<file path="config.mk">
export PLATFORM = sky130hd
export DESIGN_NAME = rr_arbiter83_flat
export DESIGN_NICKNAME = d
export VERILOG_FILES = /design/src/rtl/rr_arbiter83_pkg.sv /design/src/rtl/rr_arbiter83_if.sv /design/src/rtl/rr_arbiter83_enc.sv /design/src/rtl/rr_arbiter83.sv /design/src/flat_wrapper.sv
export SDC_FILE = /design/constraint.sdc
export NUM_CORES = 1
export LEC_CHECK = 0
export ABC_CLOCK_PERIOD_IN_PS = 6500
export BUFFER_PORTS_ARGS = -buffer_cell sky130_fd_sc_hd__buf_2
export CORE_MARGIN = 2
export CORE_UTILIZATION = 60
export DETAILED_ROUTE_END_ITERATION = 6
export HOLD_SLACK_MARGIN = 0.06
export PLACE_DENSITY = 0.86
export SLEW_MARGIN = 25
export SYNTH_ARGS = -nofsm -noshare
export SYNTH_HDL_FRONTEND = slang
export SYNTH_SLANG_ARGS = --single-unit
</file>
<file path="constraint.sdc">
create_clock -name clk -period 6.5 [get_ports clk]
set_input_delay 1.3 -clock clk [delete_from_list [all_inputs] [get_ports clk]]
set_output_delay 1.3 -clock clk [all_outputs]
set_load 0.005 [all_outputs]
</file>
<file path="src/rtl/rr_arbiter83_pkg.sv">
// Shared definitions for the 8-way round-robin arbiter.
//   state_t  : arbiter FSM encoding (IDLE / GRANT)
//   N_REQ    : number of requesters
//   IDX_W    : width of a requester index
//   rr_pick  : one-hot round-robin selection starting at a pointer
package rr_arbiter83_pkg;

  localparam int N_REQ = 8;
  localparam int IDX_W = 3;

  typedef enum logic {
    IDLE  = 1'b0,
    GRANT = 1'b1
  } state_t;

  // Rotate the request vector right by ptr so the pointer position lands at
  // bit 0, keep only the lowest set bit, then rotate that bit back left by
  // ptr. The doubled vector makes both rotations plain shifts.
  function automatic logic [N_REQ-1:0] rr_pick(input logic [N_REQ-1:0] req,
                                               input logic [IDX_W-1:0] ptr);
    logic [2*N_REQ-1:0] dbl;
    logic [N_REQ-1:0]   rot;
    logic [N_REQ-1:0]   low;
    dbl = {req, req} >> ptr;
    rot = dbl[N_REQ-1:0];
    low = rot & (~rot + N_REQ'(1));
    dbl = {low, low} << ptr;
    return dbl[2*N_REQ-1:N_REQ];
  endfunction

endpackage

</file>
<file path="src/rtl/rr_arbiter83_if.sv">
// Request/grant bundle between requesters and the arbiter.
//   en        : arbiter enable
//   req       : request vector, bit i = requester i
//   rel       : current owner gives up the grant ("release" is a reserved word)
//   gnt       : registered one-hot grant, 0 when idle
//   gnt_idx   : binary index of gnt, 0 when gnt = 0
//   gnt_valid : high while gnt != 0
//   timeout   : one-cycle pulse when a grant is revoked by the hold timer
// master = requester side, slave = arbiter side.
interface rr_arbiter83_if;
  import rr_arbiter83_pkg::*;

  logic             en;
  logic [N_REQ-1:0] req;
  logic             rel;
  logic [N_REQ-1:0] gnt;
  logic [IDX_W-1:0] gnt_idx;
  logic             gnt_valid;
  logic             timeout;

  modport master (
    output en, req, rel,
    input  gnt, gnt_idx, gnt_valid, timeout
  );

  modport slave (
    input  en, req, rel,
    output gnt, gnt_idx, gnt_valid, timeout
  );
endinterface

</file>
<file path="src/rtl/rr_arbiter83_enc.sv">
// 8-to-3 binary encoder (module binary_encoder83).
//   En : enable; q is forced to 0 when low
//   d  : one-hot (or zero) input vector
//   q  : binary index of the set bit of d
// Each output bit is the OR of the input bits whose index has that bit set,
// which is exact for one-hot or zero inputs.
module binary_encoder83 (
  input  logic       En,
  input  logic [7:0] d,
  output logic [2:0] q
);
  localparam logic [7:0] BIT_MASK [3] = '{8'hAA, 8'hCC, 8'hF0};

  for (genvar gi = 0; gi < 3; gi++) begin : g_bit
    assign q[gi] = En & (|(d & BIT_MASK[gi]));
  end
endmodule

</file>
<file path="src/rtl/rr_arbiter83.sv">
// Round-robin arbiter sharing one resource among 8 requesters.
//   clk : rising-edge clock
//   rst : synchronous active-high reset
//   bus : rr_arbiter83_if.slave (en, req, rel in; gnt, gnt_idx, gnt_valid,
//         timeout out)
// Parameters: TIMEOUT = max hold cycles (0 disables, else 2..255),
//             CW = hold counter width (2^CW > TIMEOUT).
// A grant is issued from IDLE one cycle after a request is sampled and held
// until the owner releases, drops its request, En falls, or the hold timer
// expires. The pointer moves past the owner only when its grant ends.
module rr_arbiter83
  import rr_arbiter83_pkg::*;
#(
  parameter int TIMEOUT = 16,
  parameter int CW      = 8
) (
  input  logic          clk,
  input  logic          rst,
  rr_arbiter83_if.slave bus
);

  localparam logic [CW-1:0] CNT_LAST = CW'((TIMEOUT > 0) ? TIMEOUT - 1 : 0);

  state_t           state_q, state_d;
  logic [IDX_W-1:0] ptr_q, ptr_d;
  logic [CW-1:0]    cnt_q, cnt_d;
  logic [N_REQ-1:0] gnt_q, gnt_d;
  logic             timeout_q, timeout_d;
  logic             gnt_valid;
  logic [IDX_W-1:0] gnt_idx;

  // Early end reasons take precedence over the timer, which is why the
  // timeout pulse is only raised when none of them is present.
  logic early_end;
  logic timer_end;

  assign gnt_valid = (state_q == GRANT);
  assign early_end = bus.rel | ~(|(bus.req & gnt_q)) | ~bus.en;
  assign timer_end = (TIMEOUT != 0) && (cnt_q == CNT_LAST);

  always_comb begin
    state_d   = state_q;
    ptr_d     = ptr_q;
    cnt_d     = cnt_q;
    gnt_d     = gnt_q;
    timeout_d = 1'b0;
    case (state_q)
      IDLE: begin
        gnt_d = '0;
        if (bus.en && (|bus.req)) begin
          gnt_d   = rr_pick(bus.req, ptr_q);
          cnt_d   = '0;
          state_d = GRANT;
        end
      end
      GRANT: begin
        if (early_end || timer_end) begin
          gnt_d     = '0;
          cnt_d     = '0;
          ptr_d     = gnt_idx + IDX_W'(1);
          timeout_d = ~early_end;
          state_d   = IDLE;
        end else begin
          cnt_d = cnt_q + CW'(1);
        end
      end
      default: begin
        state_d = IDLE;
        gnt_d   = '0;
      end
    endcase
  end

  always_ff @(posedge clk) begin
    if (rst) begin
      state_q   <= IDLE;
      ptr_q     <= '0;
      cnt_q     <= '0;
      gnt_q     <= '0;
      timeout_q <= 1'b0;
    end else begin
      state_q   <= state_d;
      ptr_q     <= ptr_d;
      cnt_q     <= cnt_d;
      gnt_q     <= gnt_d;
      timeout_q <= timeout_d;
    end
  end

  // The grant register feeds the encoder, so it only ever sees one-hot or 0.
  binary_encoder83 u_enc (
    .En (gnt_valid),
    .d  (gnt_q),
    .q  (gnt_idx)
  );

  assign bus.gnt       = gnt_q;
  assign bus.gnt_idx   = gnt_idx;
  assign bus.gnt_valid = gnt_valid;
  assign bus.timeout   = timeout_q;

endmodule
</file>
<file path="src/flat_wrapper.sv">
// flat-port wrapper written by rule: the top's interface ports become plain ports
module rr_arbiter83_flat import rr_arbiter83_pkg::*;
#(
  parameter int TIMEOUT = 16,
  parameter int CW      = 8
)
  (clk, rst, bus_en, bus_req, bus_rel, bus_gnt, bus_gnt_idx, bus_gnt_valid, bus_timeout);
  rr_arbiter83_if bus_i ();
  input  logic clk;
  input  logic rst;
  input wire logic [$bits(bus_i.en)-1:0] bus_en;
  input wire logic [$bits(bus_i.req)-1:0] bus_req;
  input wire logic [$bits(bus_i.rel)-1:0] bus_rel;
  output wire logic [$bits(bus_i.gnt)-1:0] bus_gnt;
  output wire logic [$bits(bus_i.gnt_idx)-1:0] bus_gnt_idx;
  output wire logic [$bits(bus_i.gnt_valid)-1:0] bus_gnt_valid;
  output wire logic [$bits(bus_i.timeout)-1:0] bus_timeout;
  assign bus_i.en = bus_en;
  assign bus_i.req = bus_req;
  assign bus_i.rel = bus_rel;
  assign bus_gnt = bus_i.gnt;
  assign bus_gnt_idx = bus_i.gnt_idx;
  assign bus_gnt_valid = bus_i.gnt_valid;
  assign bus_timeout = bus_i.timeout;
  rr_arbiter83 #(.TIMEOUT(TIMEOUT), .CW(CW)) u_core (.clk(clk), .rst(rst), .bus(bus_i));
endmodule
</file>
---- Word level (Yosys, flattened, before mapping) ----
Cells that the tools add are included.
word-level totals
  register bits ........................... 21
  bits of input ports ..................... 12
  output and inout port bits .............. 13
  logic and storage cells ................. 44
cells by class
  add/subtract/negate cells ............... 3
  equality and inequality tests ........... 3
  shifts and indexed selects .............. 2
  mux-type cells .......................... 9
  bitwise logic cells ..................... 13
  reductions and logical operators ........ 9
operators by type and width
  kind                                                 count
  2-to-1 mux 8 bit                                     4
  case mux 8 bit (2 select lines)                      2
  adder 8 x 1 -> 8 bit, second input constant          2
  bitwise AND 8 bit                                    2
  OR reduction 8 bit                                   2
  << shifter 16 x 3 -> 16 bit                          1
  >> shifter 16 x 3 -> 8 bit                           1
  OR reduction 4 bit                                   3
  equality test 8 x 4 -> 1 bit, second input constant  1
  NOT 8 bit                                            1
  NOT 1 bit                                            5
  adder 3 x 1 -> 3 bit, second input constant          1
  bitwise AND 1 bit                                    3
  OR reduction 3 bit                                   1
  2-to-1 mux 1 bit                                     2
  != test 2 x 1 -> 1 bit, second input constant        1
  != test 2 bit, second input constant                 1
  OR 1 bit                                             2
  case mux 1 bit (2 select lines)                      1
  AND reduction 2 bit                                  1
  logical AND 1 bit                                    1
  logical OR 1 bit                                     1

---- Longest topological paths before layout ----
Gate-level depths: netlist of run 1.
  word-level depth ........................ 8
  depth in mapped cells ................... 9
  mapped depth without buffers ............ 6

---- By module ----
Synthesis of run 1 repeated with hierarchy kept, for this count alone.
second synthesis, totals
  cells, all modules ...................... 221
  area, all modules ....................... 1650.3 um2
by module, submodules not included
  module            instances  cells an instance  area each (um2)  seq. area each (um2)
  rr_arbiter83      1          218                1616.6           420.4
  binary_encoder83  1          3                  33.8             0.0

---- Worst setup path before layout of run 1 ----
Ideal clock, no wire load.
  path type ............................... input to register
  start point ............................. in bus_req[6]
  end point ............................... reg u_core.gnt_q[5] (netlist: u_core.bus.gnt[5])
  library setup time ...................... 0.062 ns
  arrival ................................. 3.139 ns
  data required time ...................... 6.438 ns
  path slack .............................. 3.299 ns
  cell stages on the path ................. 8
  buffers on the path ..................... 2
  cells stage by stage .................... buf_2 > nor3b_2 > nor4b_1 > or4_1 > buf_2 > or4_1 > o21ai_1 > a32o_1
on the way
  cells in the longest elaborated chain, start to end .. 7
  elaborated cells between the ends (all ways) .. 16
  those cells by class .................... add/sub: 1; eq/ne: 1; shift: 2; mux: 2; bitwise: 6; reduce/logical: 4
ends and longest elaborated chain
  item                                                              line                                        RTL
  start, declared                                                   flat_wrapper.sv:12                          input wire logic [$bits(bus_i.req)-1:0] bus_req;
  >> shifter 16 x 3 -> 8 bit or bitwise AND 8 bit (tied branches)   rr_arbiter83_pkg.sv:24, rr_arbiter83.sv:38
  NOT 8 bit or OR reduction 8 bit (tied branches)                   rr_arbiter83_pkg.sv:26, rr_arbiter83.sv:38
  adder 8 x 1 -> 8 bit or NOT 1 bit (tied branches)                 rr_arbiter83_pkg.sv:26, rr_arbiter83.sv:38
  bitwise AND 8 bit or OR 1 bit (tied branches)                     rr_arbiter83_pkg.sv:26, rr_arbiter83.sv:38
  << shifter 16 x 3 -> 16 bit or OR 1 bit (tied branches)           rr_arbiter83_pkg.sv:27, rr_arbiter83.sv:38
  2-to-1 mux 8 bit or logical OR 1 bit (tied branches)              rr_arbiter83.sv:50, rr_arbiter83.sv:57
  case mux 8 bit (2 select lines) or != test 2 bit (tied branches)  --
  end signal, assigned                                              rr_arbiter83.sv:85                          gnt_q <= gnt_d;
  end, declared                                                     rr_arbiter83.sv:27                          logic [N_REQ-1:0] gnt_q, gnt_d;
Parallel ways exist; a longest one is shown, timed or not.
A chain may end at the register's enable or synchronous reset.

---- Worst setup path after layout of run 1 ----
  start point ............................. in bus_req[3]
  end point ............................... reg u_core.gnt_q[5] (netlist: u_core.bus.gnt[5])
Same word-level chain as after synthesis.

==> results.json, run 1 <==
{
  "status": "finished clean",
  "min_from": "u_core.cnt_q[7]$_SDFFE_PP0P_",
  "grt-ovfl-total": 0,
  "multiInputGateArea_um2": 1190,
  "numCtsBuffers": 3,
  "rr_worst_depth": 7,
  "power.share.clock_pct": 22.7,
  "hold_depth": 2,
  "clock.fmax_mhz": 324,
  "crit_top_cell": "or4_1",
  "drt_wl_total_mm": 4.44,
  "avgSynthCellArea_um2": 7.81,
  "ys_ff_latch": 21,
  "cellPowerDensity_nw_per_um2": 147,
  "drc_errors": 0,
  "clockBufferDepth": 2,
  "diodes": 0,
  "hold_slack_ns": 0.498,
  "final_nets": 245,
  "ys_top_cells_by_count": "dfxtp_1 (21), nor2_1 (17), nand2_1 (14)",
  "netlist_instances": 222,
  "grt_pass1_vias": 1524,
  "synthesis.area_um2": 1730,
  "initial_core_util_pct": 62.8,
  "fillers": 239,
  "cts_resized": 0,
  "die_width_um": 57.7,
  "start_kind": "input pin",
  "crit_type": "in2reg",
  "design.die.area_um2": 3330,
  "routed_via_density": 6.76,
  "relSlewSlack_pct": 43.0,
  "cp-end-kind": "flop",
  "p_int_mw": 0.182,
  "cp.arrival_ns": 3.34,
  "rows": 19,
  "vias": 1765,
  "clk_latency_ns": 0.30,
  "drive_above_1_share_pct": 17.4,
  "coreArea_um2": 2760,
  "pwr-share-comb_pct": 25.5,
  "synth_cell_types": 51,
  "clock-sinks": 21,
  "clock-skew-final_ns": 0.00248,
  "finalSetupTns_ns": 0,
  "clk_pin_slew_ns": 0.11,
  "hpwl_mm": 3.30,
  "drt-pass1-iter-count": 4,
  "slew_violations": 0,
  "p_leak_nw": 0.669,
  "p_sw_mw": 0.0867,
  "place.gp.congestion": 0.928,
  "htreeDepth": 1,
  "port_buffers": 24,
  "cts_tree": "done",
  "track_usage_pct": 28.2,
  "postRouteAntennaNets": 0,
  "cp.depth": 7,
  "setup_viol": 0,
  "synthArstFlopShare_pct": 0,
  "antenna_found_initial": 0,
  "die_y_um": 57.7,
  "ys_seq_area_share_pct": 24.3,
  "seq_area_um2": 420,
  "synth_flop_cell": "dfxtp_1",
  "avgRoutedWirePerCell_um": 17.0,
  "ios": 25,
  "yosysTopAreaCell": "dfxtp_1",
  "cpMaxStageDelayCell": "or4_1",
  "r2r_start": "u_core.ptr_q[1]$_SDFFE_PP0P_",
  "fin_crit_ns": 3.09,
  "grt_pass1_wl_mm": 7.36,
  "cts_root_buffer": "clkbuf_4",
  "critPathMaxStageDelay_ns": 0.65,
  "max_slew.worst_pin.slew_ns": 0.851,
  "synth_top_area_share_pct": 24.3,
  "ir_drop_mv": 0.194,
  "post-route-period-util_pct": 47.5,
  "critical-path-top-delay-family": "simple AND/OR/NAND/NOR gates",
  "netSwitchingFraction_pct": 32.3,
  "synthTopCellsByArea": "dfxtp_1 (24%), mux2i_1 (6.4%), a22oi_1 (3.9%)",
  "worst-path-buf-inv": 1,
  "post_cts_buffers": 0,
  "grt_max_degree": 24,
  "cp.required_ns": 6.75,
  "synth_edf_count": 0,
  "ys_warn_count": 0,
  "syn_to_final_growth_pct": 5.63,
  "critical_path.startpoint": "bus_req[3]",
  "hold_path_class": "reg2reg",
  "rsz0062_at_grt": "false",
  "cp_cell_sequence": "buf_2, nor3b_1, nor4_1, or4_1, or4_1, o21ai_1, a32o_1",
  "synth_most_common_cell": "dfxtp_1",
  "syn_nets": 236,
  "seq_power_share_pct": 51.9,
  "drtIter0Drc": 180,
  "cts_hold_buf": 0,
  "drv_cap": 0,
  "critPathMaxFanout": 10,
  "timing.final.hold_violations": 0
}
stage by stage:
stage | cell area, um2 | utilization (%) | setup WS [ns] | total power [mW] | std cells
2_1_floorplan | 1730 | - | 3.30 | 0.193 | 222
3_3_place_gp | 1800 | 65.4 | 3.16 | 0.208 | 257
3_5_place_dp | 1800 | 65.4 | 3.14 | 0.209 | 257
4_1_cts | 1830 | 66.4 | 3.44 | 0.269 | 261
5_1_grt | 1830 | 66.4 | 3.24 | 0.284 | 261
6_report | 1830 | 66.4 | 3.41 | 0.269 | 261
worst register-to-register path: stages (launching register included):
cell	delay [ns]
dfxtp_1	0.43
buf_4	0.28
nor3_1	0.29
nor4_1	0.07
or4_1	0.65
or4_1	0.58
o21ai_1	0.13
a32o_1	0.17
worst paths after layout:
check	to	slack, ns
worst max-delay path	u_core.bus.gnt[5]$_SDFFE_PP0P_	3.41
worst min-delay path	u_core.cnt_q[7]$_SDFFE_PP0P_	0.50
worst max register to register	u_core.bus.gnt[5]$_SDFFE_PP0P_	3.87
worst min register to register	u_core.cnt_q[7]$_SDFFE_PP0P_	0.50
registers in the layout (all words and copies together) (netlist names):
register,flops
u_core.cnt_q,8
u_core.ptr_q,3
u_core.bus.gnt_valid,1
u_core.bus.timeout,1
u_core.bus.gnt,8
power by group through the flow:
| stage | registers, mW | logic (mW) | clock network [mW] |
|---|---|---|---|
| 5_1_grt | 0.140 | 0.0746 | 0.0688 |
| 6_report | 0.139 | 0.0683 | 0.0609 |
| 2_1_floorplan | 0.137 | 0.0564 | 0 |
| 3_3_place_gp | 0.142 | 0.0657 | 0 |
| 3_5_place_dp | 0.142 | 0.0667 | 0 |
| 4_1_cts | 0.139 | 0.0669 | 0.0633 |
routing by layer:
metal / share of wire, % / wire length [um] / up-vias / global-route usage [%]
li1: - / - / 869 / -
met2: 45 / 2010 / 73 / 41.6
met5: 0 / 0 / - / 0
met4: 2.8 / 123 / 0 / 13.6
met1: 45 / 2000 / 811 / 41.1
met3: 6.8 / 301 / 12 / 3.13
cell type report:
cell class                 count  share of cell area [%]
timing repair buffer          26                    7.38
tap                           31                    2.12
inverter                       6                    1.23
clock buffer                   4                    1.44
multi-input combinational    173                    64.9
sequential                    21                    23.0
cells in the final DEF (no fill, tap or decap), types with 3 or more instances in the layout:
master	n
buf_2	24
dfxtp_1	21
nor2_1	17
nand2_1	14
a21oi_1	13
mux2i_1	11
a22oi_1	9
nand3_1	8
nor3b_1	8
nor4_1	6
o21ai_1	6
inv_1	5
nor3_1	5
mux2_2	5
a211oi_1	5
o221ai_1	5
or4_1	4
nor2b_1	4
and3_1	4
o21ai_0	4
or3_1	4
o211ai_1	3
nand3b_1	3
clkbuf_4	3
logic make-up after synthesis:
logic type / Yosys count / share of synthesized area, %
simple gates: 86 / 28.0
compound gates: 65 / 26.4
buf+inv: 28 / 7.22
flops: 21 / 24.3
mux: 19 / 12.2
fa+ha+maj: 2 / 1.44
xor+xnor: 1 / 0.506
No activity file was read; power rests on OpenSTA's default activity.
==> run 2: changes to the inputs <==
--- a/config.mk
+++ b/config.mk
@@ -5,13 +5,13 @@
 export SDC_FILE = /design/constraint.sdc
 export NUM_CORES = 1
 export LEC_CHECK = 0
-export ABC_CLOCK_PERIOD_IN_PS = 6500
+export ABC_CLOCK_PERIOD_IN_PS = 2650
 export BUFFER_PORTS_ARGS = -buffer_cell sky130_fd_sc_hd__buf_2
 export CORE_MARGIN = 2
-export CORE_UTILIZATION = 60
+export CORE_UTILIZATION = 52
 export DETAILED_ROUTE_END_ITERATION = 6
 export HOLD_SLACK_MARGIN = 0.06
-export PLACE_DENSITY = 0.86
+export PLACE_DENSITY = 0.79
 export SLEW_MARGIN = 25
 export SYNTH_ARGS = -nofsm -noshare
 export SYNTH_HDL_FRONTEND = slang
==> constraint.sdc (replaced) <==
create_clock -name clk -period 2.65 [get_ports clk]
set_input_delay 0.53 -clock clk [delete_from_list [all_inputs] [get_ports clk]]
set_output_delay 0.53 -clock clk [all_outputs]
set_load 0.005 [all_outputs]
==> results.json, run 2 (synthesis gave the netlist of run 1 again) <==
{
  "status": "finished clean",
  "drv_cap": 0,
  "finalSetupTns_ns": 0,
  "relSlewSlack_pct": 64.3,
  "setup_viol": 0,
  "rsz0062_at_grt": "false",
  "p_sw_mw": 0.226,
  "cts_tree": "done",
  "post-place-ws_ns": 0.116,
  "post-route-period-util_pct": 89.0,
  "p_int_mw": 0.460,
  "postRouteAntennaNets": 0,
  "fin_ws_ns": 0.292,
  "post_cts_buffers": 0,
  "rows": 20,
  "grt-ovfl-total": 0,
  "seq_power_share_pct": 49.8,
  "ff2ff_setup_slack_ns": 0.29,
  "drive_above_1_share_pct": 23.0,
  "hpwl_mm": 3.50,
  "final_common_cell": "buf_2",
  "htreeDepth": 1,
  "numCtsBuffers": 3,
  "max_slew.worst_pin.slew_ns": 0.522,
  "timing.final.hold_violations": 0,
  "fin_crit_ns": 2.36,
  "avgRoutedWirePerCell_um": 15.8,
  "routed_via_density": 6.34,
  "clock.fmax_mhz": 424,
  "ir_drop_mv": 0.263,
  "dpl.cell_count": 283,
  "cp-end-kind": "flop",
  "final_nets": 258,
  "track_usage_pct": 25.0,
  "drc_errors": 0,
  "clockBufferDepth": 2,
  "ios": 25,
  "cellPowerDensity_nw_per_um2": 352,
  "cts_root_buffer": "clkbuf_4",
  "die_width_um": 61.7,
  "final_cells": 287,
  "drtIter0Drc": 229,
  "critPathMaxFanout": 11,
  "hold_path_class": "reg2reg",
  "coreArea_um2": 3100,
  "drt_wl_total_mm": 4.54,
  "slew_violations": 0,
  "grt_pass1_vias": 1550,
  "vias": 1820,
  "netSwitchingFraction_pct": 32.9,
  "cp.arrival_ns": 2.57,
  "power.share.clock_pct": 23.4,
  "initial_core_util_pct": 55.8,
  "final_cell_mix": "buf_2 (24), dfxtp_1 (19), nor2_1 (17)",
  "grt_max_degree": 19,
  "grt_pass1_wl_mm": 7.20,
  "clock-skew-final_ns": 0.00479,
  "drt-pass1-iter-count": 4,
  "clock-sinks": 21,
  "syn_to_final_growth_pct": 12.6,
  "port_buffers": 24,
  "clk_latency_ns": 0.31,
  "antenna_found_initial": 0,
  "diodes": 0,
  "clk_pin_slew_ns": 0.12,
  "design.die.area_um2": 3810,
  "start_kind": "flop",
  "cp.required_ns": 2.86,
  "p_leak_nw": 0.732,
  "die_y_um": 61.7,
  "pwr-share-comb_pct": 26.8,
  "place.gp.congestion": 0.966,
  "crit_type": "reg2reg"
}
-- run 2: changes by cell type in the layout (fill, tap and decap cells not counted) --
cell,before,now
dfxtp_1,21,19
clkbuf_1,1,0
buf_4,2,15
dfxtp_2,0,2
clkinvlp_4,0,1
-- run 2: per-layer routing --
metal / track usage [%] / wire length [um] / vias up
met5: 0 / 0 / -
met4: 3.34 / 53 / 0
met3: 3.93 / 335 / 9
met2: 39.5 / 1990 / 78
met1: 36.8 / 2160 / 832
li1: - / - / 901
-- run 2: timing repair --
action,4_1_cts,5_1_grt
endpoints found under the setup margin,0,3
hold buffers,0,0
gates resized for setup,0,2
-- run 2: critical path, cell delays in order, from the launching register on --
cell and delay, ns:
dfxtp_2 0.47, buf_4 0.22, mux4_2 0.54, and2_1 0.25, nor4_1 0.32, a211oi_1 0.14
o41ai_1 0.32
-- run 2: path summary, 6_finish.rpt --
check | startpoint | end | cells after the start
worst min register to register | u_core.cnt_q[7]$_SDFFE_PP0P_ | u_core.cnt_q[7]$_SDFFE_PP0P_ | 2
worst min-delay path | u_core.cnt_q[7]$_SDFFE_PP0P_ | u_core.cnt_q[7]$_SDFFE_PP0P_ | 2
worst max register to register | u_core.ptr_q[1]$_SDFFE_PP0P_ | u_core.bus.gnt[1]$_SDFFE_PP0P_ | 6
worst max-delay path | u_core.ptr_q[1]$_SDFFE_PP0P_ | u_core.bus.gnt[1]$_SDFFE_PP0P_ | 6
-- run 2: final cells by class --
cell class / instances / area [um2]
Clock buffer: 3 / 22.5
Clock inverter: 1 / 7.51
Fill cell: 296 / 1150
Inverter: 6 / 22.5
Multi-Input combinational cell: 173 / 1190
Sequential cell: 21 / 423
Tap cell: 44 / 55.1
Timing Repair Buffer: 39 / 233
-- run 2: through the flow --
stage	util [%]	hold slack, ns	power (mW)	cell area, um2
finish	62.9	0.500	0.686	1950
global route	62.9	0.524	0.727	1950
CTS	62.8	0.506	0.684	1950
detailed placement	61.8	0.487	0.528	1920
global placement	61.8	0.473	0.527	1920
floorplan	-	0.453	0.474	1730
-- run 2: power groups by stage --
stage                     clock [mW]  combinational, mW  sequential [mW]
after floorplan                    0              0.138            0.336
after global placement             0              0.179            0.348
after detailed placement           0              0.180            0.348
after CTS                      0.162              0.181            0.341
after global routing           0.183              0.200            0.344
final                          0.161              0.184            0.342
